## src/rtl/ro_pair_compare.sv

```systemverilog
// RO PUF pair measurement: enables both oscillators, counts edges over a window, compares.
// Optional macro RO_CMP_TIE_EN adds a registered tie output (count_a == count_b).
`timescale 1ns/1ps
module ro_pair_compare #(
    parameter int WINDOW = 1024,
    parameter int SETTLE = 8,
    parameter int CNT_W  = 16
) (
    input  logic             clk,
    input  logic             rst,
    input  logic             start,
    input  logic             ro_a,
    input  logic             ro_b,
    output logic             ro_enable,
    output logic             busy,
    output logic             done,
    output logic             response,
    output logic [CNT_W-1:0] count_a,
    output logic [CNT_W-1:0] count_b
`ifdef RO_CMP_TIE_EN
    ,
    output logic             tie
`endif
);

    localparam int WC_W = $clog2(WINDOW + SETTLE) + 1;
    localparam logic [WC_W-1:0] SETTLE_LAST = WC_W'(SETTLE - 1);
    localparam logic [WC_W-1:0] MEAS_LAST = WC_W'(SETTLE + WINDOW - 1);
    localparam logic [CNT_W-1:0] CNT_MAX = {CNT_W{1'b1}};

    typedef enum logic [2:0] {
        S_IDLE,
        S_SETTLE,
        S_MEASURE,
        S_COMPARE,
        S_DONE
    } state_t;

    state_t state_q, state_d;
    logic [WC_W-1:0] win_q, win_d;
    logic [CNT_W-1:0] cnt_a_q, cnt_a_d;
    logic [CNT_W-1:0] cnt_b_q, cnt_b_d;
    logic resp_q, resp_d;
    logic en_q, en_d;
    logic busy_q, busy_d;
    logic done_q, done_d;
    logic [1:0] sync_a_q, sync_b_q;
    logic hist_a_q, hist_b_q;
    logic edge_a, edge_b;
`ifdef RO_CMP_TIE_EN
    logic tie_q, tie_d;
`endif

    assign edge_a = sync_a_q[1] & ~hist_a_q;
    assign edge_b = sync_b_q[1] & ~hist_b_q;

    always_comb begin
        state_d = state_q;
        win_d   = win_q;
        cnt_a_d = cnt_a_q;
        cnt_b_d = cnt_b_q;
        resp_d  = resp_q;
`ifdef RO_CMP_TIE_EN
        tie_d   = tie_q;
`endif
        unique case (state_q)
            S_IDLE, S_DONE: begin
                if (start) begin
                    state_d = S_SETTLE;
                    win_d   = '0;
                    cnt_a_d = '0;
                    cnt_b_d = '0;
                    resp_d  = 1'b0;
`ifdef RO_CMP_TIE_EN
                    tie_d   = 1'b0;
`endif
                end else begin
                    state_d = S_IDLE;
                end
            end
            S_SETTLE: begin
                win_d = win_q + 1'b1;
                if (win_q == SETTLE_LAST) state_d = S_MEASURE;
            end
            S_MEASURE: begin
                win_d = win_q + 1'b1;
                // Counters stick at all-ones rather than wrap
                if (edge_a && cnt_a_q != CNT_MAX) cnt_a_d = cnt_a_q + 1'b1;
                if (edge_b && cnt_b_q != CNT_MAX) cnt_b_d = cnt_b_q + 1'b1;
                if (win_q == MEAS_LAST) state_d = S_COMPARE;
            end
            S_COMPARE: begin
                resp_d  = cnt_a_q > cnt_b_q;
`ifdef RO_CMP_TIE_EN
                tie_d   = cnt_a_q == cnt_b_q;
`endif
                state_d = S_DONE;
            end
            default: state_d = S_IDLE;
        endcase
        en_d   = (state_d == S_SETTLE) || (state_d == S_MEASURE);
        busy_d = en_d || (state_d == S_COMPARE);
        done_d = state_d == S_DONE;
    end

    always_ff @(posedge clk or posedge rst) begin
        if (rst) begin
            state_q  <= S_IDLE;
            win_q    <= '0;
            cnt_a_q  <= '0;
            cnt_b_q  <= '0;
            resp_q   <= 1'b0;
            en_q     <= 1'b0;
            busy_q   <= 1'b0;
            done_q   <= 1'b0;
            sync_a_q <= '0;
            sync_b_q <= '0;
            hist_a_q <= 1'b0;
            hist_b_q <= 1'b0;
        end else begin
            state_q  <= state_d;
            win_q    <= win_d;
            cnt_a_q  <= cnt_a_d;
            cnt_b_q  <= cnt_b_d;
            resp_q   <= resp_d;
            en_q     <= en_d;
            busy_q   <= busy_d;
            done_q   <= done_d;
            sync_a_q <= {sync_a_q[0], ro_a};
            sync_b_q <= {sync_b_q[0], ro_b};
            hist_a_q <= sync_a_q[1];
            hist_b_q <= sync_b_q[1];
        end
    end

`ifdef RO_CMP_TIE_EN
    always_ff @(posedge clk or posedge rst) begin
        if (rst) tie_q <= 1'b0;
        else tie_q <= tie_d;
    end
    assign tie = tie_q;
`endif

    assign ro_enable = en_q;
    assign busy      = busy_q;
    assign done      = done_q;
    assign response  = resp_q;
    assign count_a   = cnt_a_q;
    assign count_b   = cnt_b_q;

endmodule

```

## config.mk

```make
export PLATFORM = sky130hd
export DESIGN_NAME = ro_pair_compare
export DESIGN_NICKNAME = d
export VERILOG_FILES = /design/src/rtl/ro_pair_compare.sv
export SDC_FILE = /design/constraint.sdc
export NUM_CORES = 1
export LEC_CHECK = 0
export ABC_CLOCK_PERIOD_IN_PS = 3060
export CORE_MARGIN = 4
export CORE_UTILIZATION = 28
export DETAILED_ROUTE_END_ITERATION = 10
export PLACE_DENSITY = 0.57
export SYNTH_ARGS = -nofsm -noshare
export SYNTH_HDL_FRONTEND = slang
export SYNTH_SLANG_ARGS = --single-unit
```

## constraint.sdc

```tcl
create_clock -name clk -period 3.06 [get_ports clk]
set_input_delay 0.918 -clock clk [delete_from_list [all_inputs] [get_ports clk]]
set_output_delay 0.918 -clock clk [all_outputs]
set_load 0.01 [all_outputs]
```

==> results.toml, run 1 <==
[power]
power_frac_clock = 0.300
switchingPower_mw = 1.19
combPwrFrac = 0.329
p_sw_frac = 0.359
ir_drop_mv = 0.299
power_frac_seq = 0.371
p_per_area_nw_per_um2 = 817
p_int_mw = 2.12
p_leak_nw = 1.76

[clock_network]
insertion_delay_ns = 0.32
clock_path_buffers = 2
cts-hold-fix-buffers = 0
cts_resized = 0
h-tree-depth = 3
postCtsSetupBuffers = 0
clock-sinks = 57
numCtsBuffers = 9
cts_root_buffer = "clkbuf_16"
clk_pin_slew_ns = 0.05
cts_tree = "yes"

[synth]
synth_simple_gate_area_frac = 0.260
synth_xor_area_frac = 0.0693
synth_async_sr_flop_share = 1.00
synth_area_per_cell_sq_um = 9.44
netlist-cell-type-count = 44
synth_mux_area_frac = 0.0222
synth_top_family_by_area = "simple AND/OR/NAND/NOR gates"
synth_area_sq_um = 3160
synthesis.nets = 359
synthFlopType = "dfrtp_1"
synthAdderAreaFrac = 0.0752
synth_seq_cells = 57
yosysSeqAreaShare = 0.451
synth_edf_count = 0
synthCells = 335
synth_compound_area_frac = 0.0803
ys_warn_count = 0

[drt]
first_iter_violations = 159
routed_via_density = 4.98
first_pass_iters = 4
wirelength_mm = 7.94
post_drt_wl_per_cell_um = 15.1
ant_nets = 0
vias = 2622
drc_errors = 0

[worst_setup_path]
r2r_cells = 5
r2r_slack_ns = 0.77
crit_arrival_ns = 2.57
cp-start-kind = "input port"
crit_fanout = 8
endpoint_kind = "flip-flop"
crit_required_ns = 3.27
worstSetupPathType = "input port to flip-flop"

[worst_hold_path]
hold_depth = 0
hold_class = "flip-flop to flip-flop"

[run]
drv_cap = 0

[sta]
rsz0062_at_grt = "no"
clock.fmax_ghz = 0.423
hold_violations = 0
setup_ws_ns = 0.694
skew_ns = 0.00629
finalMaxSlewViolations = 0
finalSetupTns_ns = 0
post-route-period-util = 0.773
final.min_clock_period_ns = 2.37
worst_pin_slew_ns = 0.564
relSlewSlack = 0.624
finalSetupViolCount = 0

[floorplanning]
start_util = 0.289
design.core.area_sq_um = 10900
die_y_um = 114
rows = 38
die-area_sq_um = 13100
die_w_um = 114
io_pins = 41

[outcome]
status = "finished clean"

[layout]
fin_nets = 406
n_antenna_cell = 0
design_area_sq_um = 4050
area_growth_syn_to_layout_pct = 28.1
drive_above_1_share = 0.0775
fillers = 1116

[global_route]
grt_pass1_vias = 2639
grt_pass1_wl_mm = 13.5
grt_max_degree = 35
antenna_found_initial = 0
overflow = 0
grt_use_total = 0.130

[placement]
portBuffers = 40
place_area_sq_um = 3750
place_congestion = 0.833
post-place-ws_ns = 0.357
dp.final_hpwl_mm = 5.70
-- metrics by stage --
step	hold WS (ns)	utilization	std cells	total power, mW
2_1_floorplan	0.331	-	335	1.81
4_1_cts	0.351	0.370	527	3.36
3_3_place_gp	0.338	0.343	511	2.29
5_1_grt	0.361	0.370	527	3.55
6_report	0.350	0.370	527	3.31
3_5_place_dp	0.339	0.343	511	2.33
-- cells in the mapped netlist (2+ instances only) --
master,count,area (sq um)
a211oi_1,3,22.5
a21oi_1,10,50.1
a31oi_1,2,12.5
and2_1,2,12.5
and3_1,6,37.5
and4_1,2,17.5
and4b_1,2,20.0
buf_2,2,10.0
buf_6,2,22.5
clkbuf_1,5,18.8
dfrtp_1,57,1430
ha_1,19,238
inv_1,22,82.6
mux2i_1,7,70.1
nand2_1,23,86.3
nand2b_1,2,12.5
nand3_1,28,140
nand3b_1,2,15.0
nand4_1,12,75.1
nand4b_1,5,43.8
nor2_1,40,150
nor2_2,2,12.5
nor2b_1,2,12.5
nor3_1,9,45.0
nor3b_1,2,15.0
nor4_1,5,31.3
nor4_2,2,25.0
o211ai_1,4,30.0
o21ai_0,14,70.1
o31ai_1,3,22.5
or3_1,2,12.5
or3b_2,2,17.5
xnor2_1,17,149
xor2_1,8,70.1
-- cell usage in the layout, fill, tap and decap left out, drive strengths merged, types with 6 or more instances in the layout --
cell type	synthesis	final
o21ai	15	15
a21oi	10	10
clkdlybuf4s50	0	40
nor2	42	42
nand2	23	23
ha	19	19
xor2	8	8
clkbuf	5	10
mux2i	7	7
nor3	9	9
nand4	12	12
nor4	7	7
inv	22	22
nand3	28	28
dfrtp	57	57
xnor2	17	17
and3	6	6
-- worst max-delay path: stages --
cell	delay, ns
clkdlybuf4s50_1	0.47
or3b_2	0.46
o21ai_1	0.32
nand4_1	0.18
xor2_1	0.18
nor2_1	0.05
-- final cells by class --
cell class | instances | area [sq um] | area share
Clock inverter | 6 | 57.6 | 0.0142
Clock buffer | 10 | 239 | 0.0590
Tap cell | 140 | 175 | 0.0432
Timing Repair Buffer | 45 | 463 | 0.114
Multi-Input combinational cell | 247 | 1610 | 0.397
Sequential cell | 57 | 1430 | 0.352
Inverter | 22 | 82.6 | 0.0204
-- path summary, 6_finish.rpt --
check | from | endpoint
max reg2reg | state_q[2]$_DFF_PP0_ | count_a[13]$_DFFE_PP0P_
min | sync_a_q[0]$_DFF_PP0_ | sync_a_q[1]$_DFF_PP0_
max | start | win_q[11]$_DFFE_PP0P_
min in group asynchronous | rst | sync_b_q[0]$_DFF_PP0_
min reg2reg | sync_a_q[0]$_DFF_PP0_ | sync_a_q[1]$_DFF_PP0_
max in group asynchronous | rst | count_b[14]$_DFFE_PP0P_
-- flip-flops by register name, summed over array words and instances (netlist names) --
name / flops
win_q: 12
done: 1
state_q: 3
count_a: 16
hist_b_q: 1
response: 1
hist_a_q: 1
ro_enable: 1
count_b: 16
busy: 1
sync_b_q: 2
sync_a_q: 2
-- metal layers --
metal | part of all wire | global-route usage | up-vias
met1 | 0.46 | 0.166 | 1272
met3 | 0.056 | 0.0439 | 12
met5 | 0 | 0 | -
met2 | 0.47 | 0.208 | 48
li1 | - | - | 1290
met4 | 0.015 | 0.0420 | 0
-- power groups by stage --
stage	Combinational, mW	Clock [mW]	Sequential [mW]
after global placement	1.06	0	1.24
after floorplan	0.593	0	1.21
after CTS	1.10	1.02	1.23
after global routing	1.23	1.05	1.27
after detailed placement	1.09	0	1.24
final	1.09	0.993	1.23
-- kinds of logic (layout without fill, tap and decap cells) --
family,Yosys count,in the layout
simple gates,155,155
flops,57,57
compound gates,41,41
buf+inv,31,83
xor+xnor,25,25
fa+ha+maj,19,19
mux,7,7
(Power assumes the default switching activity.)
==> inputs of run 2 (changes only) <==
Settings changed: ABC_CLOCK_PERIOD_IN_PS 3060 to 2300.
Clock period 3.06 ns to 2.3 ns, I/O delays scaled along.
==> results.toml, run 2 (same netlist as run 1, synthesis figures left out) <==
[worst_hold_path]
min_from = "sync_a_q[0]$_DFF_PP0_"
hold_end = "sync_a_q[1]$_DFF_PP0_"
hold_class = "flip-flop to flip-flop"
hold_depth = 0

[drt]
vias = 2667
wirelength_mm = 8.09
post_drt_wl_per_cell_um = 15.0
ant_nets = 0
drc_errors = 0
routed_via_density = 4.96
first_iter_violations = 172
first_pass_iters = 4

[sta]
finalMaxSlewViolations = 0
final.min_clock_period_ns = 2.12
whs_ns = 0.348
skew_ns = 0.00750
rsz0062_at_grt = "no"
hold_violations = 0
setup_ws_ns = 0.180
post-route-period-util = 0.922
finalSetupViolCount = 0
finalSetupTns_ns = 0
relSlewSlack = 0.635
worst_pin_slew_ns = 0.542
clock.fmax_ghz = 0.472

[global_route]
antenna_found_initial = 0
grt_pass1_vias = 2663
overflow = 0
grt_max_degree = 58
grt_pass1_wl_mm = 13.7
grt_use_total = 0.133

[floorplanning]
start_util = 0.289
die-area_sq_um = 13100
rows = 38
die_w_um = 114
design.core.area_sq_um = 10900
io_pins = 41
die_y_um = 114

[worst_setup_path]
crit_family = "buffers and inverters"
slowest_stage = "clkdlybuf4s50_1"
r2r-end = "count_a[13]$_DFFE_PP0P_"
r2r_start = "state_q[2]$_DFF_PP0_"
worst-path-stages = 1
cp_cell_sequence = "clkdlybuf4s50_1"
r2r_slack_ns = 0.23
cpPeakStageDelay_ns = 0.61
endpoint_kind = "output port"
path_buf_inv = 1
worstSetupPathType = "flip-flop to output port"
r2r_cells = 5
crit_fanout = 8
crit_arrival_ns = 1.43
crit_required_ns = 1.61
cp-start-kind = "flip-flop"

[layout]
multi_input_area_sq_um = 1610
final_common_cell = "dfrtp_1"
layout_common_cells = "dfrtp_1, nor2_1, clkdlybuf4s50_1"
area_growth_syn_to_layout_pct = 31.0
fin_nets = 417
fillers = 1118
n_antenna_cell = 0
regArea_sq_um = 1430
drive_above_1_share = 0.103

[power]
p_total_mw = 4.47
p_leak_nw = 1.80
ir_drop_mv = 0.329
p_per_area_nw_per_um2 = 1080

[clock_network]
h-tree-depth = 3
clock_path_buffers = 2
postCtsSetupBuffers = 0
numCtsBuffers = 9
cts_resized = 0
clock-sinks = 57
cts_root_buffer = "clkbuf_16"
cts_tree = "yes"
insertion_delay_ns = 0.33
cts-hold-fix-buffers = 0
clk_pin_slew_ns = 0.05

[run]
drv_cap = 0

[placement]
portBuffers = 40
place_congestion = 0.857
dp.final_hpwl_mm = 5.98
post-place-ws_ns = -0.0168

[outcome]
status = "finished clean"
==> run 2: changes by cell type in the layout (fill, tap and decap cells not counted), sizes merged <==
cell	before	now
clkinv	4	3
buf	5	16
clkinvlp	1	2
==> run 2: power by group <==
group          internal [mW]  switching (mW)  total (mW)
clock                  0.868           0.493        1.36
sequential              1.24           0.378        1.62
combinational          0.738           0.749        1.49
total                   2.85            1.62        4.47
==> run 2: area by class of cell <==
cell class,count,share of cell area
flip-flops and latches,57,0.344
clock buffers,10,0.0577
inverters,22,0.0199
well taps,140,0.0423
multi-input cells,247,0.388
repair buffers,56,0.132
clock inverters,6,0.0163
==> run 2: routing by layer <==
layer / part of all wire / vias to the layer above / global-route usage
met4: 0.022 / 0 / 0.0625
met5: 0 / - / 0
met2: 0.47 / 49 / 0.208
li1: - / 1315 / -
met1: 0.46 / 1285 / 0.172
met3: 0.051 / 18 / 0.0333
==> run 2: worst max-delay path by stage <==
stage                                        from                endpoint  slack, ns
after floorplan              state_q[2]$_DFF_PP0_  count_b[3]$_DFFE_PP0P_       0.17
after CTS                  count_a[2]$_DFFE_PP0P_              count_a[2]       0.16
after global placement                      start   win_q[11]$_DFFE_PP0P_       0.02
final                     count_a[13]$_DFFE_PP0P_             count_a[13]       0.18
after global routing         state_q[2]$_DFF_PP0_  count_a[3]$_DFFE_PP0P_       0.10
after detailed placement                    start   win_q[11]$_DFFE_PP0P_      -0.02
==> run 2: metrics by stage <==
step | utilization | cell area [sq um] | std cells
2_1_floorplan | - | 3160 | 335
3_3_place_gp | 0.351 | 3840 | 522
3_5_place_dp | 0.351 | 3840 | 522
4_1_cts | 0.379 | 4140 | 538
5_1_grt | 0.379 | 4140 | 538
6_report | 0.379 | 4140 | 538
